--- config.mk ---
export PLATFORM = sky130hd
export DESIGN_NAME = mem_responder_flat
export DESIGN_NICKNAME = d
export VERILOG_FILES = /design/src/rtl/mem_responder_if.sv /design/src/rtl/mem_responder.sv /design/src/flat_wrapper.sv
export SDC_FILE = /design/constraint.sdc
export NUM_CORES = 2
export LEC_CHECK = 0
export CORE_ASPECT_RATIO = 1.2
export CORE_MARGIN = 2
export CORE_UTILIZATION = 25
export CTS_BUF_LIST = sky130_fd_sc_hd__clkbuf_8 sky130_fd_sc_hd__clkbuf_16
export DETAILED_ROUTE_END_ITERATION = 10
export GPL_ROUTABILITY_DRIVEN = 0
export GPL_TIMING_DRIVEN = 0
export HOLD_SLACK_MARGIN = 0.06
export PLACE_DENSITY = 0.36
export RECOVER_POWER = 100
export SYNTH_ARGS = -nofsm -noshare
export SYNTH_HDL_FRONTEND = slang
export SYNTH_SLANG_ARGS = --single-unit
export TNS_END_PERCENT = 50
--- constraint.sdc ---
create_clock -name clk -period 33.7 [get_ports clk]
set_input_delay 6.74 -clock clk [delete_from_list [all_inputs] [get_ports clk]]
set_output_delay 6.74 -clock clk [all_outputs]
set_load 0.01 [all_outputs]
--- src/rtl/mem_responder_if.sv ---
// Request/response bus between the LC-3b datapath and mem_responder.
// MEM_RESPONDER_ALIGN_CHECK_EN adds the mem_err misalignment flag.
interface mem_responder_if;
    logic        mem_read;
    logic        mem_write;
    logic [1:0]  mem_byte_enable;
    logic [15:0] mem_address;
    logic [15:0] mem_wdata;
    logic        mem_resp;
    logic [15:0] mem_rdata;
`ifdef MEM_RESPONDER_ALIGN_CHECK_EN
    logic        mem_err;
`endif

    modport master (
        output mem_read,
        output mem_write,
        output mem_byte_enable,
        output mem_address,
        output mem_wdata,
        input  mem_resp,
        input  mem_rdata
`ifdef MEM_RESPONDER_ALIGN_CHECK_EN
        ,
        input  mem_err
`endif
    );

    modport slave (
        input  mem_read,
        input  mem_write,
        input  mem_byte_enable,
        input  mem_address,
        input  mem_wdata,
        output mem_resp,
        output mem_rdata
`ifdef MEM_RESPONDER_ALIGN_CHECK_EN
        ,
        output mem_err
`endif
    );
endinterface

--- src/rtl/mem_responder.sv ---
// Fixed-latency word memory responder for the LC-3b memory interface.
// Optional MEM_RESPONDER_ALIGN_CHECK_EN flags misaligned accesses on mem_err.
module mem_responder #(
    parameter int ADDR_BITS = 8,
    parameter int LATENCY   = 3
) (
    input  logic             clk,
    input  logic             reset_n,
    mem_responder_if.slave   bus
);
    localparam int         DEPTH    = 1 << ADDR_BITS;
    localparam logic [1:0] ST_IDLE  = 2'd0;
    localparam logic [1:0] ST_WAIT  = 2'd1;
    localparam logic [1:0] ST_RESP  = 2'd2;
    localparam logic [3:0] CNT_LOAD = 4'(LATENCY - 1);

    function automatic logic [15:0] merge_lanes(
        input logic [15:0] old_word,
        input logic [15:0] new_word,
        input logic [1:0]  lanes
    );
        logic [15:0] res;
        res[7:0]  = lanes[0] ? new_word[7:0]  : old_word[7:0];
        res[15:8] = lanes[1] ? new_word[15:8] : old_word[15:8];
        return res;
    endfunction

    function automatic logic is_misaligned(
        input logic       is_write,
        input logic [1:0] lanes,
        input logic       addr_lsb
    );
`ifdef MEM_RESPONDER_ALIGN_CHECK_EN
        logic res;
        if (is_write) begin
            res = addr_lsb & (lanes == 2'b11);
        end else begin
            res = addr_lsb;
        end
        return res;
`else
        return 1'b0 & is_write & (^lanes) & addr_lsb;
`endif
    endfunction

    logic [1:0]           state_q, state_d;
    logic [3:0]           cnt_q, cnt_d;
    logic                 op_wr_q, op_wr_d;
    logic                 resp_q, resp_d;
    logic                 err_q, err_d;
    logic [15:0]          rdata_q, rdata_d;
    logic [15:0]          mem_q [DEPTH];

    logic                 req_s;
    logic                 enter_resp_s;
    logic                 wr_s;
    logic                 mis_s;
    logic                 do_write_s;
    logic [ADDR_BITS-1:0] idx_s;
    logic                 unused_s;

    assign req_s    = bus.mem_read | bus.mem_write;
    assign idx_s    = bus.mem_address[ADDR_BITS:1];
    assign unused_s = ^(bus.mem_address >> (ADDR_BITS + 1)) ^ bus.mem_address[0];

    // Transaction sequencing: accept, count down latency, abort on dropped request.
    always_comb begin
        state_d      = state_q;
        cnt_d        = cnt_q;
        op_wr_d      = op_wr_q;
        enter_resp_s = 1'b0;
        case (state_q)
            ST_IDLE: begin
                if (req_s) begin
                    op_wr_d = bus.mem_write;
                    cnt_d   = CNT_LOAD;
                    if (LATENCY == 1) begin
                        state_d      = ST_RESP;
                        enter_resp_s = 1'b1;
                    end else begin
                        state_d = ST_WAIT;
                    end
                end else begin
                    state_d = ST_IDLE;
                end
            end
            ST_WAIT: begin
                if (!req_s) begin
                    state_d = ST_IDLE;
                    cnt_d   = 4'd0;
                end else if (cnt_q == 4'd1) begin
                    state_d      = ST_RESP;
                    cnt_d        = 4'd0;
                    enter_resp_s = 1'b1;
                end else begin
                    cnt_d = cnt_q - 4'd1;
                end
            end
            ST_RESP: begin
                state_d = ST_IDLE;
                cnt_d   = 4'd0;
            end
            default: begin
                state_d = ST_IDLE;
                cnt_d   = 4'd0;
                op_wr_d = 1'b0;
            end
        endcase
    end

    // Response datapath: address, data and lanes are taken live on the RESP entry edge.
    always_comb begin
        if (state_q == ST_IDLE) begin
            wr_s = bus.mem_write;
        end else begin
            wr_s = op_wr_q;
        end
        mis_s      = is_misaligned(wr_s, bus.mem_byte_enable, bus.mem_address[0]);
        resp_d     = enter_resp_s;
        err_d      = enter_resp_s & mis_s;
        do_write_s = enter_resp_s & wr_s & ~mis_s & reset_n;
        rdata_d    = rdata_q;
        if (enter_resp_s && !wr_s) begin
            if (mis_s) begin
                rdata_d = 16'h0000;
            end else begin
                rdata_d = mem_q[idx_s];
            end
        end else begin
            rdata_d = rdata_q;
        end
    end

    // Control and output registers.
    always_ff @(posedge clk or negedge reset_n) begin
        if (!reset_n) begin
            state_q <= ST_IDLE;
            cnt_q   <= 4'd0;
            op_wr_q <= 1'b0;
            resp_q  <= 1'b0;
            err_q   <= 1'b0;
            rdata_q <= 16'h0000;
        end else begin
            state_q <= state_d;
            cnt_q   <= cnt_d;
            op_wr_q <= op_wr_d;
            resp_q  <= resp_d;
            err_q   <= err_d;
            rdata_q <= rdata_d;
        end
    end

    // Storage array keeps its contents across reset.
    always_ff @(posedge clk) begin
        if (do_write_s) begin
            mem_q[idx_s] <= merge_lanes(mem_q[idx_s], bus.mem_wdata, bus.mem_byte_enable);
        end
    end

    assign bus.mem_resp  = resp_q;
    assign bus.mem_rdata = rdata_q;
`ifdef MEM_RESPONDER_ALIGN_CHECK_EN
    assign bus.mem_err   = err_q;
`else
    logic unused_err_s;
    assign unused_err_s = err_q;
`endif

endmodule

--- src/flat_wrapper.sv ---
// flat-port wrapper written by rule: the top's interface ports become plain ports
module mem_responder_flat 
#(
    parameter int ADDR_BITS = 8,
    parameter int LATENCY   = 3
)
  (clk, reset_n, bus_mem_read, bus_mem_write, bus_mem_byte_enable, bus_mem_address, bus_mem_wdata, bus_mem_resp, bus_mem_rdata);
  mem_responder_if bus_i ();
  input  logic clk;
  input  logic reset_n;
  input wire logic [$bits(bus_i.mem_read)-1:0] bus_mem_read;
  input wire logic [$bits(bus_i.mem_write)-1:0] bus_mem_write;
  input wire logic [$bits(bus_i.mem_byte_enable)-1:0] bus_mem_byte_enable;
  input wire logic [$bits(bus_i.mem_address)-1:0] bus_mem_address;
  input wire logic [$bits(bus_i.mem_wdata)-1:0] bus_mem_wdata;
  output wire logic [$bits(bus_i.mem_resp)-1:0] bus_mem_resp;
  output wire logic [$bits(bus_i.mem_rdata)-1:0] bus_mem_rdata;
  assign bus_i.mem_read = bus_mem_read;
  assign bus_i.mem_write = bus_mem_write;
  assign bus_i.mem_byte_enable = bus_mem_byte_enable;
  assign bus_i.mem_address = bus_mem_address;
  assign bus_i.mem_wdata = bus_mem_wdata;
  assign bus_mem_resp = bus_i.mem_resp;
  assign bus_mem_rdata = bus_i.mem_rdata;
  mem_responder #(.ADDR_BITS(ADDR_BITS), .LATENCY(LATENCY)) u_core (.clk(clk), .reset_n(reset_n), .bus(bus_i));
endmodule
==> summary.txt <==
Status - finished, violations left
Failing checks - capacitance limit, slew limit
CP max FO - 29
Crit path top cell by count - clkbuf_1
Area Overhead vs Synth - 17.1%
Post-route ant nets - 0
Post-Synth Adder-Cell Area - 0.000316
Crit path DAT - 21.92 ns
Synth top area cells - edfxtp_1 78%, mux4_2 10%, mux2i_1 4.1%
Synth Area in Compound Gates - 0.0308
Commonest non-fill, non-tap cell in the layout - edfxtp_1
Commonest cells after routing, fill and taps aside - 4096 x edfxtp_1, 720 x mux4_2, 665 x clkbuf_1
EDFF count, synth - 4096
CP endpoint kind - flop
TritonCTS Buffers - 433
DP HPWL - 443 mm
CTS clk-pin slew, worst paths - 0.06 ns
Initial antenna violation count - 57
CP Class - input port to flop
Slowest cell on crit path - o21ai_0
Longest Clk Path Bufs - 4
Synthesis-stage register bit count - 4120
Via count - 82500
Clock tree root driver cell - clkbuf_16
Post-DR wirelength/cell - 34.5 um
Die Height - 876 um
# fillers - 62000
Post-Synth Simple-Gate Area - 0.0290
Row count - 320
Synth warnings - 0
GR Overflow Total - 0
Max-Cap Viols - 146
Pwr Density - 61.2 nW/um^2
Pleak - 57.6 nW
Setup violations, final - 0
CP Cell Sequence - dlygate4sd3_1, clkbuf_1, clkbuf_1, nor2b_1, clkbuf_1, o21ai_0, a32o_1, o21ai_0, clkbuf_1, clkbuf_1, clkbuf_1, clkbuf_1, clkbuf_1
Starting Density - 0.251
Total power - 11.4 mW
Layout Nets - 8656
Full die area - 640000 sq um
Sink Count - 4120
Via density - 4.75
H-tree Lvls - 5
Ys async rst share - 0.00583
Largest area contributor in the netlist - edfxtp_1
Drt first pass iters - 6
Post-Synthesis Cells - 7679
Synth cell types - 54
Worst-Margin Slew - 3.22 ns
Syn nets - 7721
Hold Buf Count CTS - 0
Largest family of logic cells by synthesized area - multiplexers
Mux contribution to synthesized area - 0.145
Gr usage total - 0.183
Pin count of the biggest net entering global routing - 41
VDD IR max - 0.0000430 V
Post-Synth XOR/XNOR Area - 0.0000553
Seq/Total Area, Yosys - 0.780
Share of post-route cells with drive strength above 1 - 0.181
Startpoint Class - input port
DRC - 0
Layout Cells excl Fill - 17400
RSZ-0062 raised after global routing - no
Critical Path Max Stage Delay - 2.48 ns
Syn Std Cell Area - 158000 sq um
F_max - 46.9 MHz
Initial DRC count - 8550
Final Util - 0.294
CP Data Required Time - 34.30 ns
First-pass GRT wire length - 790 mm
Port bufs - 44
Hold violation count in the final report - 0
Synth top area share - 0.776
Clock Latency Late Sink - 1.09 ns
Synth Area per Inst - 20.6 sq um
Worst hold-check path type - flop to flop
Ports - 55
Vias in the first global route - 85300
Total negative slack - 0 ns
Clock Skews - 0.105 ns
Postcts setup bufs - 0
CTS resizes - 0
Post-detailed-routing wire length - 599 mm
Prevailing post-synth register cell - edfxtp_1
Inst Count DP - 16600
Fin crit share - 0.633
Relative slew slack - -1.17
CTS tree - yes
Max-slew violation count - 3380
Fin crit period - 21.32 ns
Core box area - 632000 sq um
Die width - 731 um
stage by stage:
stage               worst slack [ns]  hold slack, ns  cell area (sq um)
floorplan                      13.14           0.466             158000
global placement              -15.71           0.480             169000
detailed placement             18.18           0.482             179000
CTS                            19.27           0.495             193000
global route                   11.51           0.510             186000
finish                         12.38           0.481             186000
metal layers:
layer	vias up	wire [um]	GRT usage
met2	2570	303000	0.325
met4	2	25900	0.0603
met5	-	9	0
met1	45300	240000	0.230
li1	33800	-	-
met3	741	29700	0.0220
cell type report:
type,count,area [sq um],area share
antenna,15,37.5,0.000202
buffer,472,2370,0.0128
clock buffer,451,11200,0.0601
clock inverter,353,2960,0.0159
inverter,8,30.0,0.000162
multi-input combinational,3079,32600,0.176
sequential,4120,124000,0.666
tap,8372,10500,0.0564
timing repair buffer,500,2330,0.0125
cells by family after synthesis:
logic type / Yosys count
compound gates: 713
buf+inv: 480
xor+xnor: 1
mux: 1391
simple gates: 970
flops: 4120
fa+ha+maj: 4
worst max-delay path, delay by kind of cell:
kind	cells	cell delay, ns
AOI/OAI and AO/OA	3	3.96
buffers and inverters	9	9.93
and+or+nand+nor	1	1.08
synthesized netlist by cell type, drive strengths merged (4+ instances only):
| cell | number |
|---|---|
| buf | 237 |
| o21ai | 129 |
| ha | 4 |
| nand2 | 143 |
| nand3 | 315 |
| o22ai | 17 |
| nor4 | 15 |
| nand3b | 32 |
| a22o | 20 |
| a221oi | 34 |
| a31oi | 35 |
| mux4 | 721 |
| nand2b | 33 |
| dfrtp | 24 |
| a211oi | 15 |
| o211ai | 33 |
| a21oi | 80 |
| a22oi | 330 |
| edfxtp | 4096 |
| nor2b | 12 |
| mux2 | 16 |
| and3 | 18 |
| nand4 | 61 |
| clkbuf | 235 |
| a32o | 15 |
| nor3b | 4 |
| mux2i | 654 |
| nor2 | 316 |
| inv | 8 |
flip-flops by register name, summed over array words and instances (netlist names):
register and count:
u_core.state_q 2, u_core.bus.mem_resp 1, u_core.op_wr_q 1, u_core.cnt_q 4
u_core.mem_q 4096, u_core.bus.mem_rdata 16
path summary, 6_finish.rpt:
check	start	to	slack, ns	cells after the start
worst max-delay path	bus_mem_address[8]	u_core.mem_q[23][4]	12.38	13
min in group asynchronous	reset_n	u_core.bus.mem_resp	5.55	1
max in group asynchronous	reset_n	u_core.bus.mem_rdata[7]	25.75	2
worst min register to register	u_core.bus.mem_rdata[13]	u_core.bus.mem_rdata[13]	0.48	2
worst max register to register	u_core.mem_q[168][4]	u_core.mem_q[23][4]	22.44	12
worst min-delay path	u_core.bus.mem_rdata[13]	u_core.bus.mem_rdata[13]	0.48	2
report_power, final:
part / total (mW) / leakage (nW) / switching, mW / internal [mW]
clock network: 4.79 / 7.20 / 2.11 / 2.68
logic: 0.799 / 13.2 / 0.619 / 0.180
registers: 5.78 / 37.3 / 0.0101 / 5.77
total: 11.4 / 57.6 / 2.74 / 8.62
(Power assumes the default switching activity.)
